**src/rtl/tx_arb_pkg.sv**
```systemverilog
// Shared types and widths for the TX queue arbiter: FSM states, per-queue
// backoff context and the retry-limit helper.
package tx_arb_pkg;

    localparam int NUM_Q    = 4;
    localparam int QID_W    = 2;
    localparam int CW_EXP_W = 4;
    localparam int RETRY_W  = 4;
    localparam int TMO_W    = 12;

    typedef enum logic [1:0] {
        ST_IDLE      = 2'd0,
        ST_GRANT     = 2'd1,
        ST_WAIT_DONE = 2'd2,
        ST_UPDATE    = 2'd3
    } arb_state_e;

    typedef struct packed {
        logic [CW_EXP_W-1:0] cw;
        logic [RETRY_W-1:0]  retry;
    } q_ctx_t;

    // A programmed limit of zero still allows one attempt.
    function automatic logic [RETRY_W-1:0] eff_limit(input logic [RETRY_W-1:0] lim);
        return (lim == '0) ? RETRY_W'(1) : lim;
    endfunction

endpackage

```
**src/rtl/tx_queue_arbiter_rr_pick4.sv**
```systemverilog
// Combinational round-robin picker: first set bit of vec at or after ptr,
// wrapping 3 -> 0.
module rr_pick4
    import tx_arb_pkg::*;
(
    input  logic [NUM_Q-1:0] vec,
    input  logic [QID_W-1:0] ptr,
    output logic             found,
    output logic [QID_W-1:0] idx
);

    logic [2*NUM_Q-1:0] dbl;
    logic [NUM_Q-1:0]   rot;

    always_comb begin
        dbl   = {vec, vec} >> ptr;
        rot   = dbl[NUM_Q-1:0];
        found = |vec;
        idx   = ptr;
        casez (rot)
            4'b???1: idx = ptr;
            4'b??10: idx = ptr + 2'd1;
            4'b?100: idx = ptr + 2'd2;
            4'b1000: idx = ptr + 2'd3;
            default: idx = ptr;
        endcase
    end

endmodule

```
**src/rtl/tx_queue_arbiter.sv**
```systemverilog
// Round-robin scheduler of four TX queues onto the single transmit path, with
// per-queue binary exponential backoff state and a tx_done watchdog.
module tx_queue_arbiter
    import tx_arb_pkg::*;
#(
    parameter int TX_TIMEOUT_US = 4095
) (
    input  logic       clk,
    input  logic       rstn,
    input  logic       tsf_pulse_1M,
    input  logic [3:0] q_pending,
    input  logic [3:0] tx_allowed,
    input  logic [3:0] cw_min_exp,
    input  logic [3:0] cw_max_exp,
    input  logic [3:0] retry_limit,
    input  logic       tx_done,
    input  logic       tx_ack_ok,
    output logic       tx_start,
    output logic [1:0] tx_qid,
    output logic       busy,
    output logic [3:0] cw_exp_out,
    output logic       drop_strobe,
    output logic [1:0] drop_qid,
    output logic       timeout_err
);

    localparam logic [TMO_W-1:0] TMO_LIMIT = TMO_W'(TX_TIMEOUT_US);

    arb_state_e              state, state_nxt;
    logic [QID_W-1:0]        rr_ptr;
    logic [TMO_W-1:0]        tmo_cnt;
    logic                    ok_q;
    q_ctx_t [NUM_Q-1:0]      ctx;
    q_ctx_t                  cur_ctx;
    logic [RETRY_W-1:0]      retry_n;
    logic                    drop_hit;
    logic                    release_q;

    logic [NUM_Q-1:0]        req;
    logic                    grant_found, cand_found;
    logic [QID_W-1:0]        grant_idx, cand_idx;

    assign req = q_pending & tx_allowed;

    rr_pick4 u_grant_pick (
        .vec   (req),
        .ptr   (rr_ptr),
        .found (grant_found),
        .idx   (grant_idx)
    );

    rr_pick4 u_cand_pick (
        .vec   (q_pending),
        .ptr   (rr_ptr),
        .found (cand_found),
        .idx   (cand_idx)
    );

    // Outcome of the attempt in flight; only consumed while in UPDATE.
    assign cur_ctx   = ctx[tx_qid];
    assign retry_n   = cur_ctx.retry + RETRY_W'(1);
    assign drop_hit  = !ok_q && (retry_n >= eff_limit(retry_limit));
    assign release_q = ok_q || drop_hit;

    assign busy     = (state != ST_IDLE);
    assign drop_qid = tx_qid;

    always_comb begin
        state_nxt   = state;
        tx_start    = 1'b0;
        timeout_err = 1'b0;
        drop_strobe = 1'b0;
        case (state)
            ST_IDLE: begin
                if (grant_found) state_nxt = ST_GRANT;
            end
            ST_GRANT: begin
                tx_start  = 1'b1;
                state_nxt = ST_WAIT_DONE;
            end
            ST_WAIT_DONE: begin
                if (tx_done) begin
                    state_nxt = ST_UPDATE;
                end else if (tmo_cnt == TMO_LIMIT) begin
                    timeout_err = rstn;
                    state_nxt   = ST_UPDATE;
                end
            end
            ST_UPDATE: begin
                drop_strobe = drop_hit && rstn;
                state_nxt   = ST_IDLE;
            end
            default: state_nxt = ST_IDLE;
        endcase
    end

    always_ff @(posedge clk) begin
        if (!rstn) begin
            state      <= ST_IDLE;
            rr_ptr     <= '0;
            tx_qid     <= '0;
            tmo_cnt    <= '0;
            ok_q       <= 1'b0;
            cw_exp_out <= '0;
        end else begin
            state      <= state_nxt;
            cw_exp_out <= cand_found ? ctx[cand_idx].cw : cw_min_exp;
            case (state)
                ST_IDLE: begin
                    if (grant_found) tx_qid <= grant_idx;
                end
                ST_GRANT: begin
                    tmo_cnt <= '0;
                end
                ST_WAIT_DONE: begin
                    if (tx_done)
                        ok_q <= tx_ack_ok;
                    else if (tmo_cnt == TMO_LIMIT)
                        ok_q <= 1'b0;
                    else if (tsf_pulse_1M)
                        tmo_cnt <= tmo_cnt + TMO_W'(1);
                end
                ST_UPDATE: begin
                    // A plain retry keeps the pointer so the same queue contends again.
                    if (release_q) rr_ptr <= tx_qid + QID_W'(1);
                end
                default: ;
            endcase
        end
    end

    for (genvar g = 0; g < NUM_Q; g++) begin : g_q
        q_ctx_t ctx_r;

        always_ff @(posedge clk) begin
            if (!rstn) begin
                ctx_r.cw    <= cw_min_exp;
                ctx_r.retry <= '0;
            end else if (state == ST_UPDATE && tx_qid == QID_W'(g)) begin
                if (release_q) begin
                    ctx_r.cw    <= cw_min_exp;
                    ctx_r.retry <= '0;
                end else begin
                    ctx_r.retry <= retry_n;
                    if (ctx_r.cw < cw_max_exp) ctx_r.cw <= ctx_r.cw + CW_EXP_W'(1);
                end
            end
        end

        assign ctx[g] = ctx_r;
    end

endmodule

```
**config.mk**
```make
export PLATFORM = sky130hd
export DESIGN_NAME = tx_queue_arbiter
export DESIGN_NICKNAME = d
export VERILOG_FILES = /design/src/rtl/tx_arb_pkg.sv /design/src/rtl/tx_queue_arbiter_rr_pick4.sv /design/src/rtl/tx_queue_arbiter.sv
export SDC_FILE = /design/constraint.sdc
export NUM_CORES = 1
export LEC_CHECK = 0
export CORE_ASPECT_RATIO = 1.1
export CORE_MARGIN = 1
export CORE_UTILIZATION = 39
export CTS_CLUSTER_DIAMETER = 60
export CTS_CLUSTER_SIZE = 25
export DETAILED_ROUTE_END_ITERATION = 6
export SLEW_MARGIN = 10
export SYNTH_ARGS = -nofsm -noshare
export SYNTH_HDL_FRONTEND = slang
export SYNTH_HIERARCHICAL = 1
export SYNTH_SLANG_ARGS = --single-unit
```
**constraint.sdc**
```tcl
create_clock -name clk -period 4.5 [get_ports clk]
set_input_delay 0.675 -clock clk [delete_from_list [all_inputs] [get_ports clk]]
set_output_delay 0.675 -clock clk [all_outputs]
set_load 0.1 [all_outputs]
```
Word-level counts from Yosys, hierarchy flattened
Cells that the tools add are included.
- $add $sub $neg: 10
- $mul: 0
- divide/modulo/power cells: 0
- order comparisons: 7
- equality and inequality tests: 26
- shift operators: 2
- muxes and demuxes: 39
- bitwise operators: 1
- reduce and logical (&&, ||, !) cells: 25
- operator list (kind ; count):
    $mux W8 ; 13
    $mux W12 ; 3
    $bmux W8 S2 ; 2
    $mux W4 ; 7
    $pmux W12 S2 ; 1
    $add A4 B1 Y4 const B ; 5
    $lt A4 B4 Y1 ; 4
    $reduce_and A2 Y1 ; 8
    $shr A8 B2 Y4 ; 2
    $add A12 B1 Y12 const B ; 1
    $eq A12 B12 Y1 const B ; 1
    $eq A2 B2 Y1 const B ; 6
    $ne A3 B1 Y1 const B ; 4
    $pmux W2 S3 ; 2
    $eq A4 B4 Y1 const B ; 2
    $ne A2 B1 Y1 const B ; 4
    $ne A2 B2 Y1 const B ; 4
    $pmux W2 S4 ; 1
    $reduce_or A4 Y1 ; 2
    $mux W1 ; 7
    $eq A3 B3 Y1 const B ; 2
    $logic_and A1 B1 Y1 ; 6
    $lt A2 B3 Y1 const B ; 2
    $mux W2 ; 3
    other kinds (12) ; 18
- register bits after elaboration: 55
- bits in latches: 0
- RAM bits: 0
- memory bits (read-only): 0
- input port bits: 25
- output and inout port bits: 12
- memories: 0

Depth between registers and ports, before layout
Gate-level depths: netlist (run 1).
- depth after elaboration: 9
- gate-level depth with buffers: 11

By module
The synthesis (run 1) kept the hierarchy.
- by module, submodules not included (module ; times used ; cells an instance ; area each (µm²)):
    tx_queue_arbiter ; 1 ; 367 ; 3374.5
    rr_pick4 ; 2 ; 16 ; 103.8

Worst setup path before layout (run 1)
OpenSTA, ideal clock, no wires.
- kind: reg2out
- start point: register tx_qid[1], in the netlist drop_qid[1]
- end point: output drop_strobe
- data arrival time: 4.910 ns
- data required time: 3.825 ns
- setup slack: -1.085 ns
- cell stages (with the launch flop): 10
- path buffers: 1
- cells stage by stage: dfxtp_1 > buf_6 > mux4_2 > ha_1 > xor2_1 > ha_1 > o21ai_0 > nor2b_1 > nor2_1 > nor3_1
- cells in the longest elaborated chain, start to end: 7
- ends and longest elaborated chain (item ; line ; source):
    start, declared ; tx_queue_arbiter.sv:19 ; output logic [1:0] tx_qid,
    start signal, assigned ; tx_queue_arbiter.sv:110 ; if (grant_found) tx_qid <= grant_idx;
    $bmux W8 S2 ; tx_queue_arbiter.sv:60 ; assign cur_ctx = ctx[tx_qid];
    $mux W4 (not written as such) ; tx_queue_arbiter.sv:60 ;
    $add A4 B1 Y4 ; tx_queue_arbiter.sv:61 ; assign retry_n = cur_ctx.retry + RETRY_W'(1);
    $ge A4 B4 Y1 ; tx_queue_arbiter.sv:62 ; assign drop_hit = !ok_q && (retry_n >= eff_limit(retry_limit));
    $logic_and A1 B1 Y1 ; tx_queue_arbiter.sv:62 ;
    $logic_and A1 B1 Y1 ; tx_queue_arbiter.sv:90 ; drop_strobe = drop_hit && rstn;
    $mux W1 ; tx_queue_arbiter.sv:73 ; case (state)
    end, declared ; tx_queue_arbiter.sv:22 ; output logic drop_strobe,
Every way passes these cells. The select of a mux whose other input is x is not followed.

Worst setup path after layout (run 1)
Same ends and word-level chain as after synthesis.

==> metrics.md, run 1 <==
| Metric | Value |
|---|---|
| Status | `completed` |
| Critical setup path kind | `register to output pin` |
| Crit path arrival time | `~3300 ps` |
| Longest Clk Path Bufs | `2` |
| Maximum vdd drop | `0.000161 V` |
| Number of global-route vias before repair | `approximately 3.0k` |
| GRT overflow | `0` |
| Reg2Reg Setup Slack | `between 800 and 900 ps` |
| Worst Path Max Fanout | `10` |
| CP Launch Type | `register` |
| Design Area, Final | `around 4200 sq um` |
| Post-Syn Area | `3580 sq um` |
| Clk sinks | `55` |
| Synth Area per Inst | `8.98 sq um` |
| DP Worst Slack | `about 880 ps` |
| Initial core utilization | `roughly two fifths` |
| Antenna Cells | `0` |
| FILL cells | `855` |
| GP Congestion | `about 0.82` |
| Share of post-route cells with drive strength above 1 | `8.08%` |
| Min Tclk post-route | `3930 ps` |
| Yosys warning count | `6` |
| RR Endpoint | `ctx[4]` |
| Worst EP required | `roughly 3800 ps` |
| DIE AREA | `around 9600 sq um` |
| Seq/Total Area, Yosys | `35.2%` |
| Hold Path Depth | `2` |
| Fmax | `254 MHz` |
| CP peak stage delay | `630 ps` |
| IO Port Bufs | `36` |
| Dpl hpwl | `6620 microns` |
| Area leader, netlist | `dfxtp_1` |
| Post-route ant nets | `0` |
| Relative slew slack | `33.8%` |
| Initial antenna violation count | `0` |
| Post-placement cell count | `539` |
| Part of the cycle the worst path needs | `87.4%` |
| Area after DPL | `4050 sq um` |
| Worst hold endpoint | `ctx[25]` |
| Max Slew Vio Count | `0` |
| Post-CTS Repair Setup Buffers | `0` |
| Chip Height | `103 microns` |
| RSZ-0062 raised after global routing | `false` |
| Main area contributors after synthesis | `dfxtp_1 (22%), edfxtp_1 (13%), ha_1 (11%)` |
| Setup violations, final | `0` |
| Num CTS Buffers | `5` |
| Final WL | `8840 microns` |
| Largest net degree at the start of global routing | `33` |
| Hold Vio Cnt, Final | `0` |
| Area of the core | `8870 sq um` |
| Area Growth Syn to Fin | `16.0%` |
| Tightest hold margin | `465 ps` |
| Top cells by count, synth | `nand2_1 (52), dfxtp_1 (39), ha_1 (31)` |
| # IOs | `37` |
| Via/cell ratio | `5.64` |
| Power Density | `333 nW/um^2` |
| Cell depth of the worst flop-to-flop path | `8` |
| Worst path cell trace | `mux4_2 -> ha_1 -> xor2_1 -> ha_1 -> o21ai_0 -> nor2b_1 -> nor2_1 -> nor3_2 -> buf_4` |
| Worst-margin pin slew | `approximately 1000 ps` |
| Max stage delay cell, worst path | `mux4_2` |
| Final Instance Count excl. Fillers | `547` |
| Count leader, synth | `nand2_1` |
| Synthesis-stage register bit count | `55` |
| FFs w/ async S/R, synth | `0%` |
| Max-capacitance violation count | `0` |
| Mapped Nets | `about 460` |
| Clock transition at the registers of the reported paths | `110 ps` |
| Prevailing post-synth register cell | `dfxtp_1` |
| H-tree Lvls | `2` |
| Worst Skew | `13.4 ps` |
| Synth cell types | `51` |
| Post-synth EDFFs | `16` |
| Clk Latency, worst-skew pair | `310 ps` |
| Synth top area share | `21.8%` |
| Reg2Reg Launch Point | `drop_qid[1]` |
| Root Driver | `clkbuf_8` |
| Hold_buf cts | `0` |
| DIE WIDTH | `about 93 microns` |
| 1st-iter DRT viols | `113` |
| Setup ws final | `568 ps` |
| Layout Nets | `488` |
| Gr usage total | `approximately a fifth` |
| Crit. End Element | `output pin` |
| CTS tree | `done` |
| First-pass GRT wire length | `14,600 microns` |
| Post-CTS Resized | `0` |
| HP Class | `register to register` |
| Leakage | `1.56 nW` |
| Most frequent CP cell | `ha_1` |
| Worst hold path startpoint | `ctx[25]` |
| DR pass1 iterations | `4` |
| Cell Rows | `36` |
| Residual DRC | `0` |
| Synthesized instance count | `399` |
| Vias post-DR | `around 3k` |
| Avg WL per Cell | `between 15 and 20 microns` |
-- cell families (layout without fill, tap and decap cells) --
family,Yosys count,after routing,synth area share [%]
simple gates,154,154,21.7
compound gates,92,92,16.7
flops,55,55,35.2
buf+inv,34,68,4.05
fa+ha+maj,31,31,10.8
xor+xnor,20,20,5.10
mux,13,13,6.43
-- worst max-delay path by stage --
stage	start	to	slack, ps	depth (start not counted)
after floorplan	drop_qid[1]	drop_strobe	-240	9
after global placement	drop_qid[1]	drop_strobe	990	9
after detailed placement	drop_qid[1]	ctx[4]	880	8
after CTS	drop_qid[1]	drop_strobe	530	9
after global routing	drop_qid[1]	drop_strobe	250	9
final	drop_qid[1]	drop_strobe	570	9
-- layer usage --
metal	GRT usage, %	share of wire, %	wire, microns
met1	23.6	44	3910
met2	34.8	51	4480
met3	2.51	3.3	292
met4	7.57	1.8	161
met5	0	0	0
-- layout make-up --
class | instances | area (sq um) | share of cell area (%)
Clock buffer | 7 | 97.6 | 2.35
Multi-Input combinational cell | 310 | 2190 | 52.7
Timing Repair Buffer | 39 | 378 | 9.10
Inverter | 21 | 78.8 | 1.90
Clock inverter | 1 | 8.76 | 0.211
Tap cell | 114 | 143 | 3.43
Sequential cell | 55 | 1260 | 30.4
-- power by group --
| group | total (mW) | switching (mW) | internal [mW] |
|---|---|---|---|
| Clock | 0.321 | 0.175 | 0.146 |
| Combinational | 0.485 | 0.332 | 0.153 |
| Sequential | 0.577 | 0.0363 | 0.540 |
| Total | 1.38 | 0.543 | 0.839 |
-- flip-flops by register name, summed over array words and instances, names as in the netlist --
| register | flops |
|---|---|
| rr_ptr | 2 |
| state | 2 |
| tmo_cnt | 12 |
| drop_qid | 2 |
| ok_q | 1 |
| ctx | 32 |
| cw_exp_out | 4 |
-- layout by cell type, fill, tap and decap left out, drive strengths merged, types with 8 or more instances in the layout --
master	Yosys	routed
a21oi	28	28
clkdlybuf4s50	0	34
dfxtp	39	39
edfxtp	16	16
ha	31	31
inv	21	22
mux4	8	8
nand2	52	52
nand2b	9	9
nand3	21	21
nand4	14	14
nor2	29	29
nor2b	8	8
o21ai	26	26
o31ai	9	9
xnor2	16	16
-- metrics by stage --
step	util, %	setup TNS (ps)	power [mW]
after floorplan	-	-236	0.945
after global placement	45.6	0	1.07
after detailed placement	45.6	0	1.07
after CTS	46.8	0	1.39
after global routing	46.8	0	1.45
final	46.8	0	1.38
-- critical path: cells and delay by family (launching register included) --
family | cells | cell delay, ps
buffers and inverters | 1 | 310
multiplexers | 1 | 630
XOR/XNOR | 1 | 370
AO/OA/AOI/OAI | 1 | 170
adder cells (fa/ha/maj) | 2 | 530
AND/OR/NAND/NOR | 3 | 340
flip-flops | 1 | 590
Note: power is estimated with default switching activity, not from simulation.
==> run 2, diff against run 1 <==
SLEW_MARGIN = default   (was 10)
==> results of run 2 <==
Same layout as run 1: the final DEF is identical, and so are final timing and power.
